$ cat config.mk
export PLATFORM = sky130hd
export DESIGN_NAME = mips_regfile_mp
export DESIGN_NICKNAME = d
export VERILOG_FILES = /design/src/rtl/mips_pkg.sv /design/src/rtl/regfile_sb_cnt.sv /design/src/rtl/mips_regfile_mp.sv
export SDC_FILE = /design/constraint.sdc
export NUM_CORES = 2
export LEC_CHECK = 0
export CORE_MARGIN = 1
export CORE_UTILIZATION = 50
export DETAILED_ROUTE_END_ITERATION = 8
export PLACE_DENSITY = 0.79
export SLEW_MARGIN = 10
export SYNTH_ARGS = -nofsm -noshare
export SYNTH_HDL_FRONTEND = slang
export SYNTH_SLANG_ARGS = --single-unit
$ cat constraint.sdc
create_clock -name Clk -period 2.7 [get_ports Clk]
set_input_delay 0.405 -clock Clk [delete_from_list [all_inputs] [get_ports Clk]]
set_output_delay 0.405 -clock Clk [all_outputs]
set_load 0.01 [all_outputs]
$ cat src/rtl/mips_pkg.sv
// Shared constants for the MIPS register file: default geometry, the
// hardwired-zero index and the stack-pointer reset value.
package mips_pkg;
  localparam int DEF_DATA_W  = 32;
  localparam int DEF_ADDR_W  = 5;
  localparam int REG_ZERO    = 0;
  localparam int REG_SP_IDX  = 29;
  localparam int REG_SP_INIT = 252;
endpackage

$ cat src/rtl/regfile_sb_cnt.sv
// One pending-write counter: counts issued-but-unretired writes to a single
// register, saturating at all-ones, cleared by flush.
module regfile_sb_cnt #(
  parameter int CNT_W = 2
) (
  input  logic             Clk,
  input  logic             reset_n,
  input  logic             flush,
  input  logic             inc,
  input  logic             dec,
  output logic [CNT_W-1:0] cnt,
  output logic             decNow,
  output logic             satHit
);
  localparam logic [CNT_W-1:0] CNT_MAX = '1;

  // A writeback only retires something when a write is actually pending.
  assign decNow = dec && (cnt != '0);
  assign satHit = inc && !decNow && !flush && (cnt == CNT_MAX);

  always_ff @(posedge Clk or negedge reset_n) begin
    if (!reset_n) begin
      cnt <= '0;
    end else if (flush) begin
      cnt <= '0;
    end else if (inc && !decNow) begin
      if (cnt != CNT_MAX) cnt <= cnt + CNT_W'(1);
    end else if (decNow && !inc) begin
      cnt <= cnt - CNT_W'(1);
    end
  end
endmodule

$ cat src/rtl/mips_regfile_mp.sv
// Multi-read-port MIPS register file with WB->ID bypass and a per-register
// pending-write scoreboard that drives per-operand busy flags.
module mips_regfile_mp
  import mips_pkg::*;
#(
  parameter int DATA_W  = DEF_DATA_W,
  parameter int ADDR_W  = DEF_ADDR_W,
  parameter int NUM_RD  = 2,
  parameter int CNT_W   = 2,
  parameter int SP_IDX  = REG_SP_IDX,
  parameter int SP_INIT = REG_SP_INIT
) (
  input  logic                     Clk,
  input  logic                     reset_n,
  input  logic [NUM_RD*ADDR_W-1:0] rd_addr,
  output logic [NUM_RD*DATA_W-1:0] rd_data,
  output logic [NUM_RD-1:0]        rd_busy,
  input  logic                     wr_en,
  input  logic [ADDR_W-1:0]        wr_addr,
  input  logic [DATA_W-1:0]        wr_data,
  input  logic                     iss_en,
  input  logic [ADDR_W-1:0]        iss_addr,
  input  logic                     flush,
  output logic                     sb_ovf
);
  localparam int DEPTH = 1 << ADDR_W;
  localparam logic [ADDR_W-1:0] ZERO_IDX = ADDR_W'(REG_ZERO);

  logic [DATA_W-1:0] mem [DEPTH];
  logic [CNT_W-1:0]  cntArr [DEPTH];
  logic [DEPTH-1:0]  decArr;
  logic [DEPTH-1:0]  satVec;

  // Register 0 is never written, so it stays at its reset value of zero.
  always_ff @(posedge Clk or negedge reset_n) begin
    if (!reset_n) begin
      for (int i = 0; i < DEPTH; i++) begin
        mem[i] <= (i == SP_IDX) ? DATA_W'(SP_INIT) : '0;
      end
    end else if (wr_en && (wr_addr != ZERO_IDX)) begin
      mem[wr_addr] <= wr_data;
    end
  end

  assign cntArr[0] = '0;
  assign decArr[0] = 1'b0;
  assign satVec[0] = 1'b0;

  for (genvar r = 1; r < DEPTH; r++) begin : g_cnt
    regfile_sb_cnt #(.CNT_W(CNT_W)) u_cnt (
      .Clk    (Clk),
      .reset_n(reset_n),
      .flush  (flush),
      .inc    (iss_en && (iss_addr == ADDR_W'(r))),
      .dec    (wr_en && (wr_addr == ADDR_W'(r))),
      .cnt    (cntArr[r]),
      .decNow (decArr[r]),
      .satHit (satVec[r])
    );
  end

  always_ff @(posedge Clk or negedge reset_n) begin
    if (!reset_n) begin
      sb_ovf <= 1'b0;
    end else if (|satVec) begin
      sb_ovf <= 1'b1;
    end
  end

  // A write retiring this cycle is bypassed, so it must not report busy.
  for (genvar k = 0; k < NUM_RD; k++) begin : g_port
    logic [ADDR_W-1:0] rdIdx;
    logic              bypassHit;
    assign rdIdx     = rd_addr[k*ADDR_W +: ADDR_W];
    assign bypassHit = wr_en && (wr_addr == rdIdx) && (rdIdx != ZERO_IDX);
    assign rd_data[k*DATA_W +: DATA_W] = bypassHit ? wr_data : mem[rdIdx];
    assign rd_busy[k] = (cntArr[rdIdx] - CNT_W'(decArr[rdIdx])) != '0;
  end
endmodule

==> Implementation_results.wiki <==
{| class="wikitable"
! Metric !! Value
|-
| Outcome || finished with violations
|-
| Failing checks || negative setup slack
|-
| Setup repair after global routing missed its margin || yes
|-
| DR WL/cell || 31.1 µm
|-
| Share of final-layout standard cells stronger than drive strength 1 || 0.324
|-
| Root buffer cell || sky130_fd_sc_hd__clkbuf_16
|-
| Crit path largest cell delay || 560 ps
|-
| Relative area change from synthesis to final layout || 21.1%
|-
| Highest Clock Rate || 0.304 GHz
|-
| Worst Max-Slew Pin Slew || 1140 ps
|-
| Proportion of register bits with asynchronous set or reset after synthesis || 1.00
|-
| Crit Path Category || reg -> out
|-
| Remaining global-route overflow || 0
|-
| Yosys top cell area share || 0.445
|-
| Number of cells on the worst reg-to-reg path || 5
|-
| Fraction of the core area covered by cells at the end of the flow || 0.612
|-
| Starting density of the core || 0.505
|-
| Most used cells in the layout excluding fill and tap cells || sky130_fd_sc_hd__nand2_1, sky130_fd_sc_hd__dfrtp_1, sky130_fd_sc_hd__mux4_2, sky130_fd_sc_hd__buf_4, sky130_fd_sc_hd__mux2_2
|-
| Minimum period implied by the final worst setup slack || 3290 ps
|-
| Critical Path, Cell by Cell || mux4_2, mux4_2, mux2i_2, buf_4, o21ai_2, buf_2
|-
| Count of H-tree levels built during CTS || 3
|-
| Critical Path Source || mem[778]
|-
| Worst reg2reg path startpoint || g_cnt[20].u_cnt.cnt[0]
|-
| Path class of the lowest-slack min-delay path || in -> reg
|-
| Required arrival time at the worst endpoint || 2300 ps
|-
| Layout net count || 6,152
|-
| Static leakage || 34.2 nW
|-
| DRC Markers || 0
|-
| TritonCTS clock tree || done
|-
| Syn Nets || 5,757
|-
| Combined area of the multi-input logic cells || 0.0321 mm²
|-
| Source-to-sink clock delay at the later pin of the worst-skew pair || 740 ps
|-
| DRT Wirelength || 242,000 µm
|-
| Gate count of the mapped netlist || 5,700
|-
| Row cnt || 127
|-
| PD cells || 662 mW/mm²
|-
| Count of cell types in the netlist || 68
|-
| Buffers from clock root to sink, at most || 3
|-
| Setup crit end || rd_data[42]
|-
| Slew HR || 0.240
|-
| Die Width || 351 µm
|-
| Startpoint type of the worst setup path || flop
|-
| Port Buf Inserts || 123
|-
| Num CTS Buffers || 105
|-
| Fin Clk Skew || 7.71 ps
|-
| Category of the worst setup path capture point || output pin
|-
| Final worst path period share || 1.22
|-
| Synth Register Bits || 1,087
|-
| Total Die Area || 0.123 mm²
|-
| Antenna Nets Post-Route || 0
|-
| Arr. time, crit path || 2890 ps
|-
| Number of global-route vias before repair || 55,300
|-
| Post-Syn Area || 0.0608 mm²
|-
| Average footprint of a synthesized cell || 10.7 µm²
|-
| Hold Path Cell Cnt || 2
|-
| Number of failing setup endpoints in the final timing report || 66
|-
| Main synth FF type || sky130_fd_sc_hd__dfrtp_1
|-
| Slowest stage cell on the critical path || sky130_fd_sc_hd__mux4_2
|-
| DRT iter0 DRCs || 8,090
|-
| Placer Congestion || 0.973
|-
| Clock-pin transition on the worst setup and hold timing paths || 70 ps
|-
| TritonCTS Sinks || 1,087
|-
| Cell with the most instances on the worst path || sky130_fd_sc_hd__mux4_2
|-
| Floorplan Core Area || 0.120 mm²
|-
| Ys Warns || 0
|-
| Total Routing Usage GR || 0.397
|-
| Share of synthesized area occupied by flip-flops and latches || 0.448
|-
| Count of endpoints failing hold in the final timing report || 0
|-
| Worst IR drop on VDD || 0.000585 V
|-
| Final HPWL DP || 137,000 µm
|-
| Number of enable-type register cells in the synthesized netlist || 0
|-
| Final Max Slew Viols || 0
|-
| Commonest non-fill, non-tap cell in the layout || sky130_fd_sc_hd__nand2_1
|-
| Total design power || 48.7 mW
|-
| Number of I/O pins || 124
|-
| Reg2reg end || sb_ovf
|-
| CP Max Fanout || 3
|-
| Count of filler cells inserted in the layout || 8,407
|-
| Maximum number of pins on one net before global-route repair || 78
|-
| Number of iterations in the first detailed-routing pass || 6
|-
| Number of max-cap violations || 0
|-
| Synth area leader || sky130_fd_sc_hd__dfrtp_1
|-
| Antenna violations before repair || 9
|-
| Register-to-register path setup slack || 940 ps
|-
| Height of the chip || 351 µm
|-
| Setup slack of the critical path after layout || -590 ps
|-
| Number of vias per cell || 6.89
|-
| Biggest area contributors in the synthesized netlist || sky130_fd_sc_hd__dfrtp_1, sky130_fd_sc_hd__mux4_2, sky130_fd_sc_hd__nand2_1
|-
| DR vias || 53,700
|-
| Minimum hold slack || 270 ps
|-
| Footprint of the flip-flops and latches || 0.0272 mm²
|-
| Global-route wire length before repair || 354,000 µm
|}
## worst min path at each step
stage                          from  slack, ps                endpoint
final                         flush        270   g_cnt[1].u_cnt.cnt[1]
after global routing          flush        270   g_cnt[1].u_cnt.cnt[1]
after CTS                     flush        240   g_cnt[1].u_cnt.cnt[1]
after detailed placement  mem[1008]        380               mem[1008]
after global placement     mem[998]        380                mem[998]
after floorplan             reset_n        110  g_cnt[10].u_cnt.cnt[0]
## logic make-up after synthesis
kind of cell | synth area share
simple gates | 0.184
flops | 0.448
mux | 0.303
buf+inv | 0.0363
compound gates | 0.0277
xor+xnor | 0.000721
## final cells by class
cell class,count,share of cell area
Antenna cell,9,0.000306
Clock buffer,149,0.0414
Clock inverter,45,0.00679
Inverter,8,0.000408
Multi-Input combinational cell,4070,0.437
Sequential cell,1087,0.370
Tap cell,1612,0.0274
Timing Repair Buffer,823,0.117
## flip-flops by register name, summed over array words and instances, names as in the netlist
| name | flops |
|---|---|
| g_cnt.u_cnt.cnt | 62 |
| mem | 1024 |
| sb_ovf | 1 |
## routing by layer
layer | up-vias | GRT usage | wire length, µm
met1 | 26100 | 0.462 | 72800
met4 | 8 | 0.318 | 25500
met2 | 5148 | 0.581 | 104000
met3 | 1865 | 0.162 | 39900
met5 | - | 0.00275 | 86
li1 | 20600 | - | -
## through the flow
stage | instances | setup WS (ps) | TNS (ps) | cell area, µm²
floorplan | 5700 | -5.65 | -161 | 60800
detailed placement | 7465 | -1020 | -93450 | 68300
global placement | 7465 | -1020 | -81190 | 68300
CTS | 7760 | -490 | -22000 | 73200
finish | 7803 | -590 | -24740 | 73600
global route | 7794 | -571 | -26810 | 73500
## timing repair
action,4_1_cts,5_1_grt
pin swaps,14,7
hold buffers,1,0
setup endpoints to repair,66,66
hold endpoints to repair,37,0
cloned,9,1
gates resized for setup,459,32
setup buffers,97,33
## Yosys cell counts, drive strengths merged (3+ instances only)
library cell and count:
nand2 2465, dfrtp 1081, mux4 675, clkbuf 380, mux2 229, buf 155, nor2 136, o21ai 112
a21oi 79, mux2i 65, nor3 35, nand4 34, nand2b 25, nor4 22, a31oi 19, a211oi 16
nand3b 13, nor3b 12, or4 11, nor2b 10, o21a 10, o22ai 10, or3 9, inv 8
nand3 8, or2 8, dfstp 6, nand4b 6, o22a 5, a21o 4, a311oi 4, and4b 4
nand4bb 4, a221oi 3, o41ai 3, xnor2 3
## where the power goes
part           switching (mW)  internal (mW)
combinational            5.47           6.27
clock                    7.02           8.47
sequential               2.36           19.1
total                    14.9           33.8
## critical path: cells and delay by family (launching register included)
family / cells / cell delay (ps)
AO/OA/AOI/OAI: 1 / 50
buffers and inverters: 2 / 330
multiplexers: 3 / 1340
flip-flops: 1 / 420
Note: power is estimated with default switching activity, not from simulation.
